**config.mk**
```make
export PLATFORM = sky130hd
export DESIGN_NAME = prog_loader
export DESIGN_NICKNAME = d
export VERILOG_FILES = /design/src/rtl/prog_loader_pkg.sv /design/src/rtl/prog_loader.sv
export SDC_FILE = /design/constraint.sdc
export NUM_CORES = 1
export LEC_CHECK = 0
export CAP_MARGIN = 20
export CORE_MARGIN = 5
export CORE_UTILIZATION = 48
export DETAILED_ROUTE_END_ITERATION = 12
export PLACE_DENSITY = 0.76
export SYNTH_ARGS = -nofsm -noshare
export SYNTH_HDL_FRONTEND = slang
export SYNTH_SLANG_ARGS = --single-unit
```
**constraint.sdc**
```tcl
create_clock -name clk -period 2.1 [get_ports clk]
set_input_delay 0.525 -clock clk [delete_from_list [all_inputs] [get_ports clk]]
set_output_delay 0.525 -clock clk [all_outputs]
set_load 0.005 [all_outputs]
```
**src/rtl/prog_loader_pkg.sv**
```systemverilog
// prog_loader_pkg: shared types and frame-format constants for the
// instruction-memory loader. Shared with the bench for frame building.
// Optional checksum trailer enabled by PROG_LOADER_CHECKSUM_EN.
package prog_loader_pkg;

  typedef enum logic [2:0] {
    ST_IDLE = 3'd0,
    ST_LEN  = 3'd1,
    ST_DATA = 3'd2,
    ST_CHK  = 3'd3,
    ST_DONE = 3'd4,
    ST_ERR  = 3'd5
  } state_e;

  // Default frame start marker
  localparam logic [7:0] SYNC_BYTE_DEF = 8'hA5;

  // Frame layout: SYNC, LEN, payload, optional CHK
  localparam int FRAME_HDR_BYTES = 2;
`ifdef PROG_LOADER_CHECKSUM_EN
  localparam int FRAME_CHK_BYTES = 1;
`else
  localparam int FRAME_CHK_BYTES = 0;
`endif

  // LEN byte that encodes a payload of n bytes (n == 2^ADDR_W maps to 0)
  function automatic logic [7:0] len_code(input int n);
    logic [31:0] v;
    v = n;
    return v[7:0];
  endfunction

  // Trailer byte that makes the 8-bit sum of payload + trailer zero
  function automatic logic [7:0] chk_trailer(input logic [7:0] payload_sum);
    return 8'h00 - payload_sum;
  endfunction

endpackage

```
**src/rtl/prog_loader.sv**
```systemverilog
// prog_loader: writes a framed byte stream into the CPU instruction memory
// from address 0, holding the CPU in reset until a frame lands cleanly.
// Frame: SYNC, LEN (0 => 2^ADDR_W), LEN payload bytes, [CHK].
// Define PROG_LOADER_CHECKSUM_EN to require a CHK byte making the sum zero.
module prog_loader
  import prog_loader_pkg::*;
#(
  parameter int         ADDR_W         = 8,
  parameter int         TIMEOUT_CYCLES = 1024,
  parameter logic [7:0] SYNC_BYTE      = SYNC_BYTE_DEF
) (
  input  logic              clk,
  input  logic              reset,
  input  logic              in_valid,
  input  logic [7:0]        in_data,
  output logic              in_ready,
  output logic              mem_we,
  output logic [ADDR_W-1:0] mem_addr,
  output logic [7:0]        mem_wdata,
  output logic              cpu_hold,
  output logic              done,
  output logic              error,
  output logic [ADDR_W:0]   bytes_loaded
);

  localparam int CW     = ADDR_W + 1;
  localparam int MAXLEN = 1 << ADDR_W;
  localparam int TW     = $clog2(TIMEOUT_CYCLES + 1);

  state_e              state_q, state_d;
  logic [CW-1:0]       len_q, len_d;
  logic [CW-1:0]       bytes_loaded_q, bytes_loaded_d;
  logic [TW-1:0]       tmo_q, tmo_d;
  logic                mem_we_q, mem_we_d;
  logic [ADDR_W-1:0]   mem_addr_q, mem_addr_d;
  logic [7:0]          mem_wdata_q, mem_wdata_d;
  logic                cpu_hold_q, cpu_hold_d;
  logic                done_q, done_d;
  logic                error_q, error_d;
`ifdef PROG_LOADER_CHECKSUM_EN
  logic [7:0]          chk_q, chk_d;
  logic [7:0]          chk_sum;
`endif

  logic                accept;
  logic [8:0]          len_ext;
  logic [CW-1:0]       bl_inc;
  logic                in_frame;

  // No back-pressure: ready whenever out of reset
  assign in_ready = ~reset;
  assign accept   = in_valid & in_ready;
  assign len_ext  = (in_data == 8'h00) ? 9'(MAXLEN) : {1'b0, in_data};
  assign bl_inc   = bytes_loaded_q + CW'(1);
  assign in_frame = (state_q == ST_LEN) || (state_q == ST_DATA) ||
                    (state_q == ST_CHK);
`ifdef PROG_LOADER_CHECKSUM_EN
  assign chk_sum  = chk_q + in_data;
`endif

  // Next-state and registered-output logic for the frame parser
  always_comb begin
    state_d        = state_q;
    len_d          = len_q;
    bytes_loaded_d = bytes_loaded_q;
    tmo_d          = '0;
    mem_we_d       = 1'b0;
    mem_addr_d     = mem_addr_q;
    mem_wdata_d    = mem_wdata_q;
    cpu_hold_d     = cpu_hold_q;
    done_d         = done_q;
    error_d        = error_q;
`ifdef PROG_LOADER_CHECKSUM_EN
    chk_d          = chk_q;
`endif

    // Inter-byte watchdog, only live while a frame is open
    if (in_frame && !accept) tmo_d = tmo_q + TW'(1);

    case (state_q)
      ST_IDLE: begin
        if (accept && in_data == SYNC_BYTE) state_d = ST_LEN;
      end

      ST_LEN: begin
        if (accept) begin
          bytes_loaded_d = '0;
`ifdef PROG_LOADER_CHECKSUM_EN
          chk_d          = 8'h00;
`endif
          if (len_ext > 9'(MAXLEN)) begin
            state_d    = ST_ERR;
            error_d    = 1'b1;
            cpu_hold_d = 1'b1;
          end else begin
            len_d   = len_ext[CW-1:0];
            state_d = ST_DATA;
          end
        end
      end

      ST_DATA: begin
        // SYNC_BYTE here is just payload
        if (accept) begin
          mem_we_d       = 1'b1;
          mem_addr_d     = bytes_loaded_q[ADDR_W-1:0];
          mem_wdata_d    = in_data;
          bytes_loaded_d = bl_inc;
`ifdef PROG_LOADER_CHECKSUM_EN
          chk_d          = chk_sum;
          if (bl_inc == len_q) state_d = ST_CHK;
`else
          if (bl_inc == len_q) begin
            state_d    = ST_DONE;
            done_d     = 1'b1;
            cpu_hold_d = 1'b0;
          end
`endif
        end
      end

`ifdef PROG_LOADER_CHECKSUM_EN
      ST_CHK: begin
        if (accept) begin
          chk_d = chk_sum;
          if (chk_sum == 8'h00) begin
            state_d    = ST_DONE;
            done_d     = 1'b1;
            cpu_hold_d = 1'b0;
          end else begin
            state_d    = ST_ERR;
            error_d    = 1'b1;
            cpu_hold_d = 1'b1;
          end
        end
      end
`endif

      ST_DONE, ST_ERR: begin
        // Only a fresh SYNC restarts; everything else is dropped
        if (accept && in_data == SYNC_BYTE) begin
          state_d        = ST_LEN;
          done_d         = 1'b0;
          error_d        = 1'b0;
          cpu_hold_d     = 1'b1;
          bytes_loaded_d = '0;
        end
      end

      default: begin
        state_d    = ST_IDLE;
        cpu_hold_d = 1'b1;
      end
    endcase

    // Abort a stalled frame; memory already written stays as-is
    if (in_frame && !accept && tmo_q == TW'(TIMEOUT_CYCLES - 1)) begin
      state_d    = ST_ERR;
      error_d    = 1'b1;
      cpu_hold_d = 1'b1;
      tmo_d      = '0;
    end
  end

  // State and output registers; reset aborts any frame and holds the CPU
  always_ff @(posedge clk or posedge reset) begin
    if (reset) begin
      state_q        <= ST_IDLE;
      len_q          <= '0;
      bytes_loaded_q <= '0;
      tmo_q          <= '0;
      mem_we_q       <= 1'b0;
      mem_addr_q     <= '0;
      mem_wdata_q    <= '0;
      cpu_hold_q     <= 1'b1;
      done_q         <= 1'b0;
      error_q        <= 1'b0;
`ifdef PROG_LOADER_CHECKSUM_EN
      chk_q          <= 8'h00;
`endif
    end else begin
      state_q        <= state_d;
      len_q          <= len_d;
      bytes_loaded_q <= bytes_loaded_d;
      tmo_q          <= tmo_d;
      mem_we_q       <= mem_we_d;
      mem_addr_q     <= mem_addr_d;
      mem_wdata_q    <= mem_wdata_d;
      cpu_hold_q     <= cpu_hold_d;
      done_q         <= done_d;
      error_q        <= error_d;
`ifdef PROG_LOADER_CHECKSUM_EN
      chk_q          <= chk_d;
`endif
    end
  end

  assign mem_we       = mem_we_q;
  assign mem_addr     = mem_addr_q;
  assign mem_wdata    = mem_wdata_q;
  assign cpu_hold     = cpu_hold_q;
  assign done         = done_q;
  assign error        = error_q;
  assign bytes_loaded = bytes_loaded_q;

endmodule

```
Word level (Yosys, flattened, before mapping) --
Index checks and enable logic that the tools add are counted.
Word-level totals: output and inout port bits 30, logic and storage cells 84, input bits 11, flip-flop bits (word level) 52
Cells by class: $add $sub $neg 2, $lt $le $gt $ge 1, reductions and logical operators 20, muxes and demuxes 29, bitwise logic cells 3, equality and inequality tests 19
Operators by type and width (count):
- 9-bit two-way mux | 4
- 9-bit one-hot mux with 3 select lines | 1
- 11-bit two-way mux | 2
- 3-bit two-way mux | 6
- 4-bit AND reduction | 4
- 1-bit two-way mux | 12
- 11-bit by 1-bit adder with 11-bit output, second input constant | 1
- 11-bit by 10-bit == test with 1-bit output, second input constant | 1
- 9-bit by 1-bit adder with 9-bit output, second input constant | 1
- 9-bit == test | 1
- 9-bit > comparator, second input constant | 1
- 3-bit by 1-bit != test with 1-bit output, second input constant | 3
- 3-bit one-hot mux with 3 select lines | 1
- 8-bit == test, second input constant | 1
- 8-bit zero test | 1
- 2-bit != test, second input constant | 4
- 3-bit by 2-bit == test with 1-bit output, second input constant | 2
- 3-bit == test, second input constant | 2
- 3-bit by 2-bit != test with 1-bit output, second input constant | 2
- 6-bit AND reduction | 1
- 3-bit nonzero test | 2
- 1-bit one-hot mux with 2 select lines | 2
- 1-bit one-hot mux with 4 select lines | 1
- 3-bit by 1-bit == test with 1-bit output, second input constant | 1
- 13 further kinds | 17

Logic depth before layout (Yosys ltp) --
depth after elaboration 7, mapped depth 8, depth with buffers taken out 7

Least setup slack after synthesis --
No wires, ideal clock.
path type register to register, from register bytes_loaded_q[0], in the netlist bytes_loaded[0], to register cpu_hold_q, in the netlist cpu_hold, data arrival time 2.142 ns, required time 2.006 ns, stages on the path, launching flop included 8, path buffers 0, path slack -0.135 ns, period minus slack after synthesis 2.235 ns, path through dfrtp_1 > ha_1 > xor2_1 > a211oi_1 > o2111ai_1 > or4_4 > o41ai_2 > o211ai_1
Between the ends: cells in the longest elaborated chain, start to end 4
Ends and longest elaborated chain:
- start, declared | line prog_loader.sv:32 | logic [CW-1:0] bytes_loaded_q, bytes_loaded_d;
- start signal, assigned | line prog_loader.sv:184 | bytes_loaded_q <= bytes_loaded_d;
- 9-bit by 1-bit adder with 9-bit output | line prog_loader.sv:54 | assign bl_inc = bytes_loaded_q + CW'(1);
- 9-bit == test | line prog_loader.sv:113 | if (bl_inc == len_q) begin
- 3-bit by 1-bit != test with 1-bit output (no source line)
- 6-bit AND reduction (no source line)
- end signal, assigned | line prog_loader.sv:189 | cpu_hold_q <= cpu_hold_d;
- end, declared | line prog_loader.sv:37 | logic cpu_hold_q, cpu_hold_d;
No other way between the ends. A chain may end at the register's enable or synchronous reset.

Final worst setup path --
Same ends and word-level chain as after synthesis.

==> summary.txt <==
STA
  • Final period util: 101.3%
  • Post-layout min period: 2.127 ns
  • # setup viols final: 1
  • Setup ws final: -0.02721 ns
  • Hold Fails Final Rpt: 0
  • Worst slew margin: 55.57%
  • Pins Over Slew Limit: 0
  • Clock Skews: ~0.0090 ns
  • Max frequency: between 400 and 500 MHz
  • Setup Total Neg Slack: -0.02721 ns
  • RSZ-0062 raised after global routing: true
  • Worst slew pin tran: 0.6664 ns

Worst setup path
  • WS Path Type: flip-flop to flip-flop
  • Reg2reg start: bytes_loaded[0]
  • Slowest cell on the critical path: or4_4
  • Crit path launch type: flip-flop
  • Reg-to-reg endpoint: cpu_hold
  • R2r setup slk: -0.03 ns
  • Crit path largest cell delay: 0.55 ns
  • CP max FO: 3
  • CP required: about 2.3 ns
  • CP delay by family, top: compound AO/OA/AOI/OAI gates
  • CP Capture Type: flip-flop
  • Crit path DAT: between 2 and 2.5 ns
  • CP bufs+invs: 0
  • Worst path cell trace: ha_4 > xor2_1 > a211oi_2 > o2111ai_1 > or4_4 > o41ai_2 > o211ai_1
  • Reg2Reg Depth: 7

GRT
  • First-pass GRT wire length: 10.06 mm
  • Antenna violations before repair: 0
  • Pin count of the biggest net entering global routing: 53
  • Total GRT Usage: between 10% and 20%
  • Vias in the first global route: between 2k and 2.5k
  • GRT overflow: 0

Floorplan
  • Row count: 26
  • Die Wd: about 80 um
  • Die Ht: roughly 82 um
  • Ports: 41
  • Initial Util: slightly below 50%
  • Die area: about 6800 um^2
  • CORE AREA: a little over 5000 um^2

Layout
  • Non-Filler Instances: 409
  • Commonest non-fill, non-tap cells in the layout: nand2_1 (60), dfrtp_1 (50), buf_4 (40)
  • Final core utilization: 67.83%
  • Most common cell after layout, fill and taps aside: nand2_1
  • # fillers: 411
  • Layout Nets: between 300 and 400
  • Synth-to-Final Area Change: 37.41%
  • ANT cells: 0
  • Share of cells above drive strength 1: roughly a quarter

Logic synthesis
  • Top_reg_cell synth: dfrtp_1
  • Asr flop ratio synth: 100.0%
  • Netlist Area Pre-Place: 2505 um^2
  • Cells after Synth: 260
  • Synth Register Bits: 52
  • Synth unique cells: 46
  • EDFF count, synth: 0
  • Synth Area per Inst: between 9 and 10 um^2
  • YS warnings: 0
  • Sequential fraction of the synthesis area: 52.00%
  • Syn nets: between 200 and 300

Power
  • PwrDens: 899.0 nW/um^2
  • Psw: about 1.0 mW
  • Peak VDD IR: approximately 0.7 mV
  • Seq pwr share: about 45%
  • Sw Share: between 30% and 40%
  • Clock group share of total power: between 10% and 20%
  • Pwr Total: 3.094 mW
  • LEAKAGE: 1.600 nW
  • Comb pwr share: around a third
  • Pint: 2.061 mW

Clock tree
  • Root buf cell: clkbuf_8
  • Clk slew on worst S/H paths: about 0.11 ns
  • Cts hold-fix bufs: 0
  • H-tree depth: 2
  • CTS tree: yes
  • Skew-Pair Late Insertion Delay: between 0.3 and 0.4 ns
  • Clock Path Buffers: 2
  • Num CTS Buffers: 5
  • CTS sink count: between 50 and 60

Run status
  • Failing checks: setup timing
  • Status: finished, violations left

Drt
  • Drt initial violations: 139
  • Drt pass-1 iters: 4
  • Post-route ant nets: 0
  • Via count: around 2.2k
  • WL final: around 6.2 mm
  • Detailed-route DRC error count: 0
  • Avg WL per Cell: about 15 um
  • Via density: between 5 and 6

Job
  • Maxcap violations: 0

Min path
  • Hold Crit Depth: 2
  • Hold Path Class: flip-flop to flip-flop
  • Worst Hold End: mem_addr[5]
  • Hold path start: mem_addr[5]

Placed design
  • Setup slack at placement: -0.5032 ns
  • Inst Count DP: around 400
  • Post-DP HPWL: 4.493 mm
  • Placer Congestion: between 0.7 and 0.8
  • IO Port Bufs: 40
[power groups by stage]
| stage | Sequential [mW] | Clock (mW) | Combinational (mW) |
|---|---|---|---|
| floorplan | 1.40 | 0 | 0.519 |
| global placement | 1.41 | 0 | 1.02 |
| detailed placement | 1.42 | 0 | 1.04 |
| CTS | 1.40 | 0.608 | 1.06 |
| global route | 1.43 | 0.644 | 1.19 |
| finish | 1.40 | 0.598 | 1.09 |
[cells by family after synthesis]
kind of cell	Yosys count	share of synthesized area [%]
mux	9	3.996
simple gates	127	24.08
fa+ha+maj	2	0.9988
xor+xnor	17	5.944
flops	52	52.00
buf+inv	17	3.246
compound gates	36	9.740
[through the flow]
step | area (um^2) | hold WS (ns)
detailed placement | 3273 | 0.4615
global placement | 3273 | 0.4577
CTS | 3392 | 0.4852
floorplan | 2527 | 0.4474
finish | 3442 | 0.4807
global route | 3442 | 0.5028
[routing by layer]
layer,part of all wire [%],vias up,global-route usage (%),wire length [um]
li1,-,1043,-,-
met1,46,1061,26.19,2872
met2,48,45,31.25,3009
met3,3.6,13,3.579,221
met4,1.8,0,7.807,113
met5,0,-,0,0
[Yosys cell counts, drive strengths merged, types with 2 or more instances]
cell type	n	share of area, %
nand2	61	9.1
dfrtp	51	51
nor2	23	3.4
o21ai	13	2.6
xnor2	9	3.1
clkbuf	8	1.3
mux2	8	3.6
nand3	8	2.1
xor2	8	2.8
o31ai	7	2.1
and3	6	1.7
a21oi	5	1.0
inv	5	0.75
nor3	5	1.0
or3	5	1.3
buf	4	1.2
nor2b	4	1.0
nand4	3	0.75
o41ai	3	1.3
or4	3	1.0
and2	2	0.55
ha	2	1.0
nand2b	2	0.50
nor4	2	0.50
o21a	2	0.60
[worst register-to-register path, delay by kind of cell (launching register included)]
family,cells,cell delay [ns]
compound gates,4,0.67
xor+xnor,1,0.15
fa+ha+maj,1,0.25
flops,1,0.44
simple gates,1,0.55
[worst max-delay path by stage]
| stage | start | endpoint | slack (ns) | cells past startpoint |
|---|---|---|---|---|
| 3_5_place_dp | in_data[3] | bytes_loaded[8] | -0.50 | 7 |
| 2_1_floorplan | bytes_loaded[0] | cpu_hold | -0.05 | 7 |
| 4_1_cts | in_data[1] | cpu_hold | -0.07 | 7 |
| 5_1_grt | bytes_loaded[1] | cpu_hold | -0.13 | 7 |
| 3_3_place_gp | in_data[1] | bytes_loaded[3] | -0.40 | 7 |
| 6_report | bytes_loaded[0] | cpu_hold | -0.03 | 7 |
[final cells by class]
cell class | instances | area, um^2 | share of cell area (%)
clock buffers | 5 | 68.82 | 1.999
clock inverters | 3 | 23.77 | 0.6907
well taps | 70 | 87.58 | 2.545
repair buffers | 82 | 738.2 | 21.45
flip-flops and latches | 52 | 1304 | 37.88
inverters | 5 | 22.52 | 0.6543
multi-input cells | 192 | 1197 | 34.79
[what timing repair did]
action                                 4_1_cts  5_1_grt
pin swaps                                    6        8
gates cloned                                 1        0
buffers inserted                             0        1
resized for setup                            7       16
setup endpoints to repair                   13       12
endpoints found under the hold margin        0        0
[registers in the layout, summed over array words and instances, names as in the netlist, 3 cells and up]
signal        cells
mem_wdata         8
state_q           3
mem_addr          8
tmo_q            11
bytes_loaded      9
len_q             9
No activity file was read; power rests on OpenSTA's default activity.
